<file path="config.mk">
export PLATFORM = sky130hd
export DESIGN_NAME = prewish_mask_sender
export DESIGN_NICKNAME = d
export VERILOG_FILES = /design/src/rtl/prewish_mask_sender.sv
export SDC_FILE = /design/constraint.sdc
export NUM_CORES = 1
export LEC_CHECK = 0
export ABC_AREA = 1
export CAP_MARGIN = 20
export CORE_MARGIN = 2
export CORE_UTILIZATION = 30
export CTS_CLUSTER_DIAMETER = 100
export DETAILED_ROUTE_END_ITERATION = 10
export PLACE_DENSITY = 0.49
export SLEW_MARGIN = 10
export SYNTH_ARGS = -nofsm -noshare
export SYNTH_HDL_FRONTEND = slang
export SYNTH_SLANG_ARGS = --single-unit
</file>
<file path="constraint.sdc">
create_clock -name i_clk -period 1.55 [get_ports i_clk]
set_input_delay 0.31 -clock i_clk [delete_from_list [all_inputs] [get_ports i_clk]]
set_output_delay 0.31 -clock i_clk [all_outputs]
set_load 0.01 [all_outputs]
</file>
<file path="src/rtl/prewish_mask_sender.sv">
// Mask-load initiator: paces strobed 8-bit writes from a 4-entry rotating table with ACK timeout.
// Optional feature: define PREWISH_SENDER_RETRY_EN to re-strobe once after the first timeout.
module prewish_mask_sender #(
    parameter int unsigned NEWMASK_CLK_BITS = 26,
    parameter int unsigned ACK_TIMEOUT      = 15
) (
    input  logic       i_clk,
    input  logic       i_rst_n,
    output logic       o_stb,
    output logic [7:0] o_dat,
    input  logic       i_ack,
    input  logic       i_tbl_we,
    input  logic [1:0] i_tbl_addr,
    input  logic [7:0] i_tbl_data,
    output logic       o_err,
    output logic       o_overrun
);

    typedef enum logic [1:0] {
        IDLE,
        SEND,
        ABORT
`ifdef PREWISH_SENDER_RETRY_EN
        , RETRY
`endif
    } state_t;

    localparam logic [7:0] TO_LAST = 8'(ACK_TIMEOUT - 1);

    state_t                        state;
    logic [NEWMASK_CLK_BITS-1:0]   ivl_cnt;
    logic                          tick;
    logic [1:0]                    idx;
    logic [7:0]                    tcnt;
    logic [7:0]                    tbl [4];
`ifdef PREWISH_SENDER_RETRY_EN
    logic                          retried;
`endif

    assign tick = &ivl_cnt;

    always_ff @(posedge i_clk or negedge i_rst_n) begin
        if (!i_rst_n) begin
            ivl_cnt <= '0;
        end else begin
            ivl_cnt <= ivl_cnt + 1'b1;
        end
    end

    // A write to the entry being latched this edge lands after the latch reads the old value.
    always_ff @(posedge i_clk or negedge i_rst_n) begin
        if (!i_rst_n) begin
            tbl[0] <= 8'b1010_1000;
            tbl[1] <= 8'b1100_1010;
            tbl[2] <= 8'b1111_0000;
            tbl[3] <= 8'b1000_0000;
        end else if (i_tbl_we) begin
            tbl[i_tbl_addr] <= i_tbl_data;
        end
    end

    always_ff @(posedge i_clk or negedge i_rst_n) begin
        if (!i_rst_n) begin
            state     <= IDLE;
            o_stb     <= 1'b0;
            o_dat     <= '0;
            o_err     <= 1'b0;
            o_overrun <= 1'b0;
            idx       <= '0;
            tcnt      <= '0;
`ifdef PREWISH_SENDER_RETRY_EN
            retried   <= 1'b0;
`endif
        end else begin
            o_err <= 1'b0;
            if (tick && state != IDLE) begin
                o_overrun <= 1'b1;
            end
            case (state)
                IDLE: begin
                    if (tick) begin
                        o_dat <= tbl[idx];
                        o_stb <= 1'b1;
                        tcnt  <= '0;
`ifdef PREWISH_SENDER_RETRY_EN
                        retried <= 1'b0;
`endif
                        state <= SEND;
                    end
                end
                SEND: begin
                    if (i_ack) begin
                        o_stb <= 1'b0;
                        idx   <= idx + 2'd1;
                        state <= IDLE;
                    end else if (tcnt == TO_LAST) begin
                        o_stb <= 1'b0;
`ifdef PREWISH_SENDER_RETRY_EN
                        if (!retried) begin
                            retried <= 1'b1;
                            state   <= RETRY;
                        end else begin
                            o_err <= 1'b1;
                            state <= ABORT;
                        end
`else
                        o_err <= 1'b1;
                        state <= ABORT;
`endif
                    end else begin
                        tcnt <= tcnt + 8'd1;
                    end
                end
                ABORT: begin
                    idx   <= idx + 2'd1;
                    state <= IDLE;
                end
`ifdef PREWISH_SENDER_RETRY_EN
                // Gap cycle, then re-strobe the same latched o_dat with a fresh timeout.
                RETRY: begin
                    o_stb <= 1'b1;
                    tcnt  <= '0;
                    state <= SEND;
                end
`endif
                default: state <= IDLE;
            endcase
        end
    end

endmodule

</file>
## Word level (Yosys, flattened, before mapping)

Cells that the tools add are included.

| storage, ports and cells | value |
|---|---|
| register bits after elaboration | 81 |
| output and inout port bits | 11 |
| logic and storage cells | 63 |

| cells by class | value |
|---|---|
| $add $sub $neg | 3 |
| $lt $le $gt $ge | 3 |
| eq/ne operators | 8 |
| mux-type cells | 23 |
| bitwise operators | 2 |
| reduce and logical (&&, ||, !) cells | 12 |

Operator list:

| operator | number |
|---|---|
| $mux 8 | 6 |
| $bwmux 32 | 1 |
| $reduce_and 27->1 | 1 |
| $add 26x1->26 const B | 1 |
| $reduce_and 26->1 | 1 |
| $bmux 8 s2 | 1 |
| $demux 8 s2 | 1 |
| $pmux 8 s2 | 1 |
| $add 8x1->8 const B | 1 |
| $eq 8x4->1 const B | 1 |
| $mux 2 | 4 |
| $ne 2x2->1 const B | 4 |
| $pmux 2 s2 | 2 |
| $ge 3x3->1 const B | 2 |
| $mux 1 | 6 |
| $not 2->3 | 2 |
| $reduce_bool 2->1 | 3 |
| $reduce_and 2->1 | 2 |
| $reduce_and 4->1 | 1 |
| $lt 3x1->1 const B | 1 |
| $ne 3x3->1 const B | 1 |
| $reduce_and 3->1 | 1 |
| $add 2x1->2 const B | 1 |
| $eq 2x1->1 const B | 1 |
| other kinds (4) | 5 |

## Depth between registers and ports, before layout

Gate-level depths: netlist of the first run.

| depth | value |
|---|---|
| depth after elaboration | 6 |
| depth in mapped cells | 10 |
| gate-level depth less buffers | 9 |

## Least setup slack after synthesis of the first run

OpenSTA, ideal clock, no wires.

| timing | value |
|---|---|
| path type | register to register |
| start point | register ivl_cnt[0] |
| end point | register tcnt[6] |
| arrival | 1.272 ns |
| required time | 1.433 ns |
| slack | 0.160 ns |
| cell stages (with the launch flop) | 9 |
| period minus slack after synthesis | 1.390 ns |
| cells stage by stage | dfrtp_1 > ha_1 > nand2_2 > nor2_8 > nand2_4 > nor2_8 > nand3_4 > nand3_1 > nand2_1 |

| on the way | value |
|---|---|
| word-level cells in the longest chain between the ends | 3 |

Ends and longest elaborated chain:

| item | line | RTL |
|---|---|---|
| start, declared | 31 | `logic [NEWMASK_CLK_BITS-1:0] ivl_cnt;` |
| start signal, assigned | 46 | `ivl_cnt <= ivl_cnt + 1'b1;` |
| $reduce_and 26->1 | 40 | `assign tick = &ivl_cnt;` |
| $ne 2x2->1 (no line) | - |  |
| $reduce_and 4->1 (no line) | - |  |
| end signal, assigned | 111 | `tcnt <= tcnt + 8'd1;` |
| end, declared | 34 | `logic [7:0] tcnt;` |

No other way between the ends.
A chain may end at the register's enable or synchronous reset.

## Worst setup path in the final report of the first run

| timing | value |
|---|---|
| start point | register o_stb |
| end point | output port o_stb |

RTL lines:

| item | line | RTL |
|---|---|---|
| start, declared | 9 | `output logic o_stb,` |
| start signal, assigned | 65 | `o_stb <= 1'b0;` |
| start signal, assigned | 83 | `o_stb <= 1'b1;` |
| start signal, assigned | 93 | `o_stb <= 1'b0;` |

No word-level cell between the ends.

==> results of run 1 <==
layout by cell type, fill, tap and decap left out, types with 5 or more instances in the layout:
| master | instances |
|---|---|
| nor2_4 | 5 |
| dfstp_2 | 12 |
| xor2_1 | 17 |
| clkdlybuf4s50_1 | 14 |
| xnor2_1 | 7 |
| o21ai_0 | 58 |
| dfrtp_1 | 69 |
| nor2_1 | 53 |
| nand2_2 | 8 |
| nand3_1 | 29 |
| dlygate4sd2_1 | 7 |
| inv_1 | 32 |
| buf_4 | 33 |
| nand2_1 | 116 |
| nor3_1 | 8 |
| clkbuf_16 | 9 |
synthesized netlist by cell type, drive strengths merged:
cell	n
nand2	127
dfrtp	69
nor2	61
o21ai	58
inv	33
nand3	31
xor2	17
dfstp	12
nor3	9
xnor2	7
clkbuf	6
buf	5
ha	3
nand3b	3
nand4	3
a21oi	2
or2	2
a31o	1
nor3b	1
stage by stage:
stage	TNS, ns	util	setup WS [ns]
after global routing	-0.0793	0.387	-0.0249
after floorplan	0	-	0.160
after detailed placement	0	0.360	0.00197
final	0	0.387	0.0296
after global placement	0	0.360	0.0455
after CTS	0	0.383	0.00565
repair_timing:
action                     in CTS  in global routing
gates resized for setup         7                  8
pin swaps                       0                  4
gates cloned                    0                  1
setup endpoints to repair       7                 20
hold endpoints to repair       21                  0
buffers inserted                0                  3
hold buffers                    1                  0
sequential cells by signal, indices dropped and copies added (netlist names), 2 cells and up:
name	count
ivl_cnt	26
o_dat	8
tbl	32
idx	2
state	2
tcnt	8
area by class of cell:
| type | count | area [um2] |
|---|---|---|
| Fill cell | 1336 | 7730 |
| Sequential cell | 81 | 2040 |
| Multi-Input combinational cell | 326 | 1690 |
| Timing Repair Buffer | 60 | 536 |
| Clock buffer | 11 | 233 |
| Tap cell | 172 | 215 |
| Inverter | 33 | 124 |
| Clock inverter | 5 | 53.8 |
layer usage:
layer	vias to the layer above	wire, um	track usage	share of wire
met4	0	125	0.0474	0.014
li1	1564	-	-	-
met1	1451	4350	0.182	0.50
met3	10	205	0.0281	0.023
met2	38	4050	0.214	0.46
met5	-	0	0	0
report_power, final:
group          internal [mW]  total [mW]  switching [mW]
clock network           1.25        2.07           0.827
logic                  0.195       0.486           0.290
registers               2.30        2.38          0.0806
total                   3.74        4.94            1.20
cells by family (layout without fill, tap and decap cells):
family	count (synthesis)	after routing	share of synthesized area
buffers and inverters	44	109	0.0470
AOI/OAI and AO/OA	61	61	0.0796
DFF	81	81	0.526
adders and majority gates	3	3	0.00967
and+or+nand+nor	237	238	0.284
xor gates and xnor gates	24	24	0.0541
how the worst min path moves through the flow:
stage                       endpoint  depth (start not counted)  slack, ns
after floorplan               idx[0]                          0       0.01
after global placement    ivl_cnt[1]                          1       0.26
after detailed placement  ivl_cnt[1]                          1       0.26
after CTS                 ivl_cnt[1]                          2       0.47
after global routing       o_overrun                          1       0.47
final                     ivl_cnt[0]                          2       0.46
==> impl_results.md, run 1 <==
- Gpl congestion: 0.816
- WL final: 8.73 mm
- # DRC: 0
- Leading area contributor after synthesis: dfrtp_1
- Port Buffer Count: 24
- Cell count after placement: 667
- Initial drt markers: 130
- Diodes inserted: 0
- Measured slew at the worst slew-check pin: 0.374 ns
- Initial Util: 0.308
- Top cells by area, synth: dfrtp_1 44%, nand2_1 11%, dfstp_2 8.1%, o21ai_0 7.5%, nor2_1 5.2%
- Clock slew at reported path FFs: 0.06 ns
- Cell Rows: 41
- Ports: 25
- Crit-path leading delay family: buffers and inverters
- Final setup vio count: 0
- Synthesized net count: 467
- Clk_skew: 0.00728 ns
- Min cycle time layout: 1.52 ns
- RSZ-0062 raised after global routing: true
- PD cells: 1010 nW/um2
- Worst reg2reg startpoint: ivl_cnt[0]
- Clk_lat worst skew: 0.33 ns
- WP depth: 1
- Sequential area share after synthesis: 0.526
- Die height: 118 um
- Area Growth Syn to Fin: 25.9%
- Total CTS buffers: 9
- CP endpoint kind: primary output
- WP buf/inv: 1
- Total chip power: 4.94 mW
- Mapped Cells: 450
- Clk sinks: 81
- Router iterations before antenna repair: 4
- CP required: 1.24 ns
- HP Class: in -> async
- Worst Setup EP: o_stb
- Critical path launch point type: register
- Dpl cell area: 4540 um2
- Vias: 3063
- Number of max-cap violations: 0
- Final period util: 0.981
- Slew Viols, Final: 0
- First-pass GRT wire length: 15.0 mm
- Gr usage total: 0.135
- FF+latch count, synth: 81
- Crit path max fanout: 2
- Slowest cell delay on critical path: 0.54 ns
- Post-Layout Inst Area: 4890 um2
- R2R depth: 8
- Slew headroom: 0.750
- Crit-path cells: clkdlybuf4s50_1
- Post-DP HPWL: 6.29 mm
- Nets: 528
- Slowest-stage cell, CP: clkdlybuf4s50_1
- H-tree depth: 3
- Clock tree from TritonCTS: built
- CP startpoint: o_stb
- Number of global-route vias before repair: 2994
- Clk buf depth: 2
- Core box area: 12600 um2
- Die Width: 118 um
- Worst hold slack: 0.455 ns
- Die area: 13900 um2
- Antenna Nets Post-Route: 0
- DR vias/cell: 4.45
- Reg2reg setup slack: 0.09 ns
- Arrival time at the worst endpoint: 1.21 ns
- Initial antenna violation count: 0
- Mapped Area: 3880 um2
- Leak pwr: 2.40 nW
- Wire length per cell: 12.7 um
- Share of cells above drive strength 1: 0.176
- Status: completed
- Synth cell types: 30
- Synthesized area per cell: 8.63 um2
- Max Freq: 658 MHz
- Final hold violation count: 0
- R2R Path End: tcnt[6]
- GR Overflow Total: 0
- Maximum VDD drop: 479 uV
- Pin count of the biggest net entering global routing: 29
- Post-synth top area share: 0.445
- Root Buffer: clkbuf_16
- Post-Layout Cell Count: 688
- Syn. warnings: 0
- Crit path kind: reg -> out
(Power assumes the default switching activity.)
==> inputs of run 2 (changes only) <==
==> constraint.sdc (replaced) <==
create_clock -name i_clk -period 1.8 [get_ports i_clk]
set_input_delay 0.36 -clock i_clk [delete_from_list [all_inputs] [get_ports i_clk]]
set_output_delay 0.36 -clock i_clk [all_outputs]
set_load 0.01 [all_outputs]
==> run 2 against run 1 <==
Flip-flop and latch count unchanged. Die area unchanged. Setup slack better by 0.17 ns. Cell count down 3.5%. Via count down 4.3%.
==> impl_results.md, run 2 (synthesis gave the netlist of run 1 again) <==
- Status: completed
- Filler Cell Count: 1284
- R2R depth: 9
- Area Growth Syn to Fin: 20.2%
- Gpl congestion: 0.810
- Total chip power: 4.16 mW
- RSZ-0062 raised after global routing: false
- Core box area: 12600 um2
- Die Width: 118 um
- Post-DP HPWL: 5.94 mm
- Die height: 118 um
- Wire length per cell: 12.6 um
- Router iterations before antenna repair: 4
- Share of cells above drive strength 1: 0.130
- Leak pwr: 2.21 nW
- Cell Rows: 41
- H-tree depth: 3
- Clock slew at reported path FFs: 0.06 ns
- WP depth: 9
- CP endpoint kind: register
- Gr usage total: 0.131
- Port Buffer Count: 24
- Crit-path leading delay family: simple AND/OR/NAND/NOR gates
- WL final: 8.33 mm
- Root Buffer: clkbuf_16
- Top flop regs: tbl (32), ivl_cnt (26)
- Initial drt markers: 202
- Final hold violation count: 0
- Arrival time at the worst endpoint: 1.88 ns
- Initial antenna violation count: 0
- Hold path cells: 1
- Initial Util: 0.308
- Max FFs per register: 32
- First-pass GRT wire length: 14.6 mm
- Measured slew at the worst slew-check pin: 0.445 ns
- Total CTS buffers: 9
- Diodes inserted: 0
- Pin count of the biggest net entering global routing: 33
- Nets: 504
- Slowest cell delay on critical path: 0.38 ns
- Clock tree from TritonCTS: built
- Crit-path cells: ha_1, nand2_2, nor2_8, nand2_4, nor2_8, nand3_4, nand2_4, nand2_1, nand2_1
- Slowest-stage cell, CP: dfrtp_1
- Min cycle time layout: 1.60 ns
- WP buf/inv: 0
- Util after Layout: 0.370
- Clk buf depth: 2
- Antenna Nets Post-Route: 0
- Cell count after placement: 647
- Final setup vio count: 0
- GR Overflow Total: 0
- CP required: 2.07 ns
- Clk_lat worst skew: 0.33 ns
- Vias: 2931
- DR vias/cell: 4.41
- Ports: 25
- PD cells: 892 nW/um2
- Clk sinks: 81
- HP Class: reg -> reg
- Die area: 13900 um2
- Post-CTS Setup Inserts: 0
- Post-Layout Cell Count: 664
- Number of max-cap violations: 0
- Final period util: 0.891
- Max Freq: 624 MHz
- Crit path kind: reg -> reg
- Crit path max fanout: 10
- Critical path launch point type: register
- Most frequent cells in the layout: 116 x nand2_1, 69 x dfrtp_1, 58 x o21ai_0, 54 x nor2_1, 32 x inv_1
- Biggest register: tbl
- # DRC: 0
- TNS Setup: 0 ns
- Number of global-route vias before repair: 2911
- Maximum VDD drop: 422 uV
- Worst hold slack: 0.472 ns
- Slew Viols, Final: 0
- Most common cell after layout, fill and taps aside: nand2_1
- Clk_skew: 0.00570 ns
- Slew headroom: 0.703
## run 2: cell type report
cell class	instances	area, um2	area share
Clock buffer	13	260	0.0558
Clock inverter	3	15.0	0.00322
Inverter	33	124	0.0265
Multi-Input combinational cell	325	1660	0.356
Sequential cell	81	2040	0.438
Tap cell	172	215	0.0461
Timing Repair Buffer	37	350	0.0751
## run 2: what timing repair did
| action | CTS | global route |
|---|---|---|
| setup endpoints to repair | 0 | 6 |
| hold buffers | 1 | 0 |
| hold endpoints to repair | 26 | 0 |
| gates resized for setup | 0 | 1 |
## run 2: per-layer routing
layer,global-route usage,routed length (um),vias to the layer above
li1,-,-,1518
met1,0.180,4190,1372
met2,0.201,3800,32
met3,0.0325,225,9
met4,0.0429,116,0
met5,0,0,-
## run 2: metrics by stage
| step | worst slack (ns) | area [um2] |
|---|---|---|
| CTS | 0.132 | 4660 |
| global route | 0.0559 | 4670 |
| floorplan | 0.410 | 3880 |
| finish | 0.197 | 4670 |
| global placement | 0.133 | 4380 |
| detailed placement | 0.138 | 4380 |
## run 2: power by group
part           total (mW)  internal, mW  switching (mW)
logic               0.410         0.162           0.248
clock network        1.71          1.00           0.702
registers            2.05          1.98          0.0701
total                4.16          3.14            1.02
## run 2: worst reg2reg max path, cell delays in order (launching register included)
cell and delay, ns:
dfrtp_1 0.38, ha_1 0.21, nand2_2 0.10, nor2_8 0.12, nand2_4 0.09, nor2_8 0.22, nand3_4 0.19, nand2_4 0.13
nand2_1 0.06, nand2_1 0.05
## run 2: final timing paths
check | start | to | slack (ns)
worst min-delay path | ivl_cnt[0] | ivl_cnt[0] | 0.47
max in group asynchronous | i_rst_n | tbl[29] | 0.69
worst max register to register | ivl_cnt[0] | tcnt[5] | 0.20
worst max-delay path | ivl_cnt[0] | tcnt[5] | 0.20
worst min register to register | ivl_cnt[0] | ivl_cnt[0] | 0.47
min in group asynchronous | i_rst_n | ivl_cnt[11] | 0.51
==> inputs of run 3 (changes only) <==
==> constraint.sdc (replaced) <==
create_clock -name i_clk -period 1.8 [get_ports i_clk]
set_input_delay 0.18 -clock i_clk [delete_from_list [all_inputs] [get_ports i_clk]]
set_output_delay 0.18 -clock i_clk [all_outputs]
set_load 0.01 [all_outputs]
==> run 3 against run 2 <==
Die area stayed put. Largest cell class unchanged. Fmax fell by 1.2%. Global-route usage is 0.19 points lower. Critical path type unchanged. Utilization is 0.29 points lower. Clock power is essentially flat. Non-clock buffer count fell by 6. Critical path depth unchanged. Cell count decreased by 0.90%. Cell area shrank 0.78%. Power rose by 0.14%. Count of clock-buffer cells in the layout down 3.
==> impl_results.md, run 3 (synthesis gave the netlist of run 1 again) <==
- CP startpoint: ivl_cnt[0]
- Crit-path leading delay family: simple AND/OR/NAND/NOR gates
- Number of global-route vias before repair: 2951
- WL final: 8.24 mm
- Clock group share of total power: 0.411
- Sequential share of power: 0.492
- Worst reg2reg startpoint: ivl_cnt[0]
- Clk_lat worst skew: 0.33 ns
- R2R Path End: tcnt[4]
- Share of cells above drive strength 1: 0.126
- Wire length per cell: 12.5 um
- Port Buffer Count: 24
- Filler Cell Count: 1333
- Router iterations before antenna repair: 4
- Max Freq: 616 MHz
- Antenna Nets Post-Route: 0
- TNS Setup: 0 ns
- CP endpoint kind: register
- Ports: 25
- Reg2reg setup slack: 0.18 ns
- Crit path kind: reg -> reg
- Nets: 498
- Leak pwr: 2.17 nW
- Final hold violation count: 0
- WP buf/inv: 0
- Root Buffer: clkbuf_16
- Final period util: 0.901
- Core box area: 12600 um2
- Most frequent cells in the layout: 116 x nand2_1, 69 x dfrtp_1, 58 x o21ai_0, 54 x nor2_1, 32 x inv_1
- Crit path max fanout: 13
- First-pass GRT wire length: 14.5 mm
- Vias: 2918
- Most common cell after layout, fill and taps aside: nand2_1
- Top flop regs: tbl (32), ivl_cnt (26)
- Clk sinks: 81
- PD cells: 901 nW/um2
- Pin count of the biggest net entering global routing: 82
- # DRC: 0
- Die Width: 118 um
- Arrival time at the worst endpoint: 1.89 ns
- Clk_skew: 0.00518 ns
- Initial antenna violation count: 0
- Clock tree from TritonCTS: built
- Slowest cell delay on critical path: 0.39 ns
- H-tree depth: 3
- Number of max-cap violations: 0
- Slew Viols, Final: 0
- Final setup vio count: 0
- Cell Int Power: 3.11 mW
- Die area: 13900 um2
- Total CTS buffers: 9
- CP required: 2.07 ns
- Area Growth Syn to Fin: 19.3%
- Sw Share: 0.255
- Critical path launch point type: register
- RSZ-0062 raised after global routing: false
- Cell Rows: 41
- Max FFs per register: 32
- Initial Util: 0.308
- Register area: 2040 um2
- Initial drt markers: 191
- Status: completed
- Slew headroom: 0.641
- Gr usage total: 0.129
- P_sw: 1.06 mW
- Maximum VDD drop: 424 uV
- Multi-input logic area: 1660 um2
- Post-DP HPWL: 5.77 mm
- Die height: 118 um
- Gpl congestion: 0.857
- DR vias/cell: 4.43
- GR Overflow Total: 0
- Measured slew at the worst slew-check pin: 0.537 ns
- Cell count after placement: 641
- HP Class: in -> async
- Gate power share: 0.097
- Diodes inserted: 0
- Post-Layout Cell Count: 658
- Clock slew at reported path FFs: 0.06 ns
- Crit-path cells: ha_2, nand2_2, nor2_8, nand2_4, nor2_8, nand3_4, nand2_4, nand2_1, nand2_1
- Min cycle time layout: 1.62 ns
- R2R depth: 9
- Clk buf depth: 2
- Biggest register: tbl
- Slowest-stage cell, CP: dfrtp_1
-- run 3: cell types whose count changed in the layout (fill, tap and decap cells not counted), sizes merged --
cell,previous run,this run
clkbuf,13,10
inv,33,34
buf,13,7
clkinvlp,0,2
-- run 3: how the worst max path moves through the flow --
stage / end / slack, ns / cells past startpoint
floorplan: tcnt[6] / 0.41 / 8
global placement: tcnt[7] / 0.20 / 9
detailed placement: tcnt[7] / 0.12 / 9
CTS: tcnt[4] / 0.10 / 9
global route: tcnt[4] / 0.02 / 9
finish: tcnt[4] / 0.18 / 9
-- run 3: metal layers --
layer  up-vias  global-route usage  part of all wire
li1       1502                   -                 -
met5         -                   0                 0
met2        34               0.206              0.46
met3        13              0.0286             0.024
met4         0              0.0474             0.017
met1      1369               0.171              0.50
-- run 3: tightest hold or removal path, delay by kind of cell --
family / cells / cell delay [ns]
buf+inv: 3 / 1.00
-- run 3: cell type report --
cell class | count | area share
Inverter | 33 | 0.0267
Clock buffer | 10 | 0.0516
Timing Repair Buffer | 31 | 0.0659
Clock inverter | 6 | 0.00919
Sequential cell | 81 | 0.441
Multi-Input combinational cell | 325 | 0.359
Tap cell | 172 | 0.0465
-- run 3: timing repair --
action,4_1_cts,5_1_grt
hold buffers,1,0
endpoints found under the setup margin,0,8
setup buffers,0,0
gates resized for setup,0,2
hold endpoints to repair,69,0
-- run 3: power by group through the flow --
stage / Clock, mW / Sequential [mW] / Combinational (mW)
after detailed placement: 0 / 2.08 / 0.410
after global routing: 1.87 / 2.06 / 0.473
final: 1.72 / 2.05 / 0.405
after CTS: 1.77 / 2.05 / 0.414
after floorplan: 0 / 2.06 / 0.250
after global placement: 0 / 2.08 / 0.406
-- run 3: stage by stage --
step / setup WS (ns) / total power, mW / hold WS [ns] / util / cell area [um2]
3_5_place_dp: 0.119 / 2.49 / 0.247 / 0.343 / 4330
3_3_place_gp: 0.199 / 2.48 / 0.248 / 0.343 / 4330
6_report: 0.178 / 4.17 / 0.426 / 0.367 / 4630
5_1_grt: 0.0162 / 4.40 / 0.464 / 0.367 / 4630
4_1_cts: 0.101 / 4.24 / 0.430 / 0.367 / 4630
2_1_floorplan: 0.410 / 2.31 / -0.116 / - / 3880
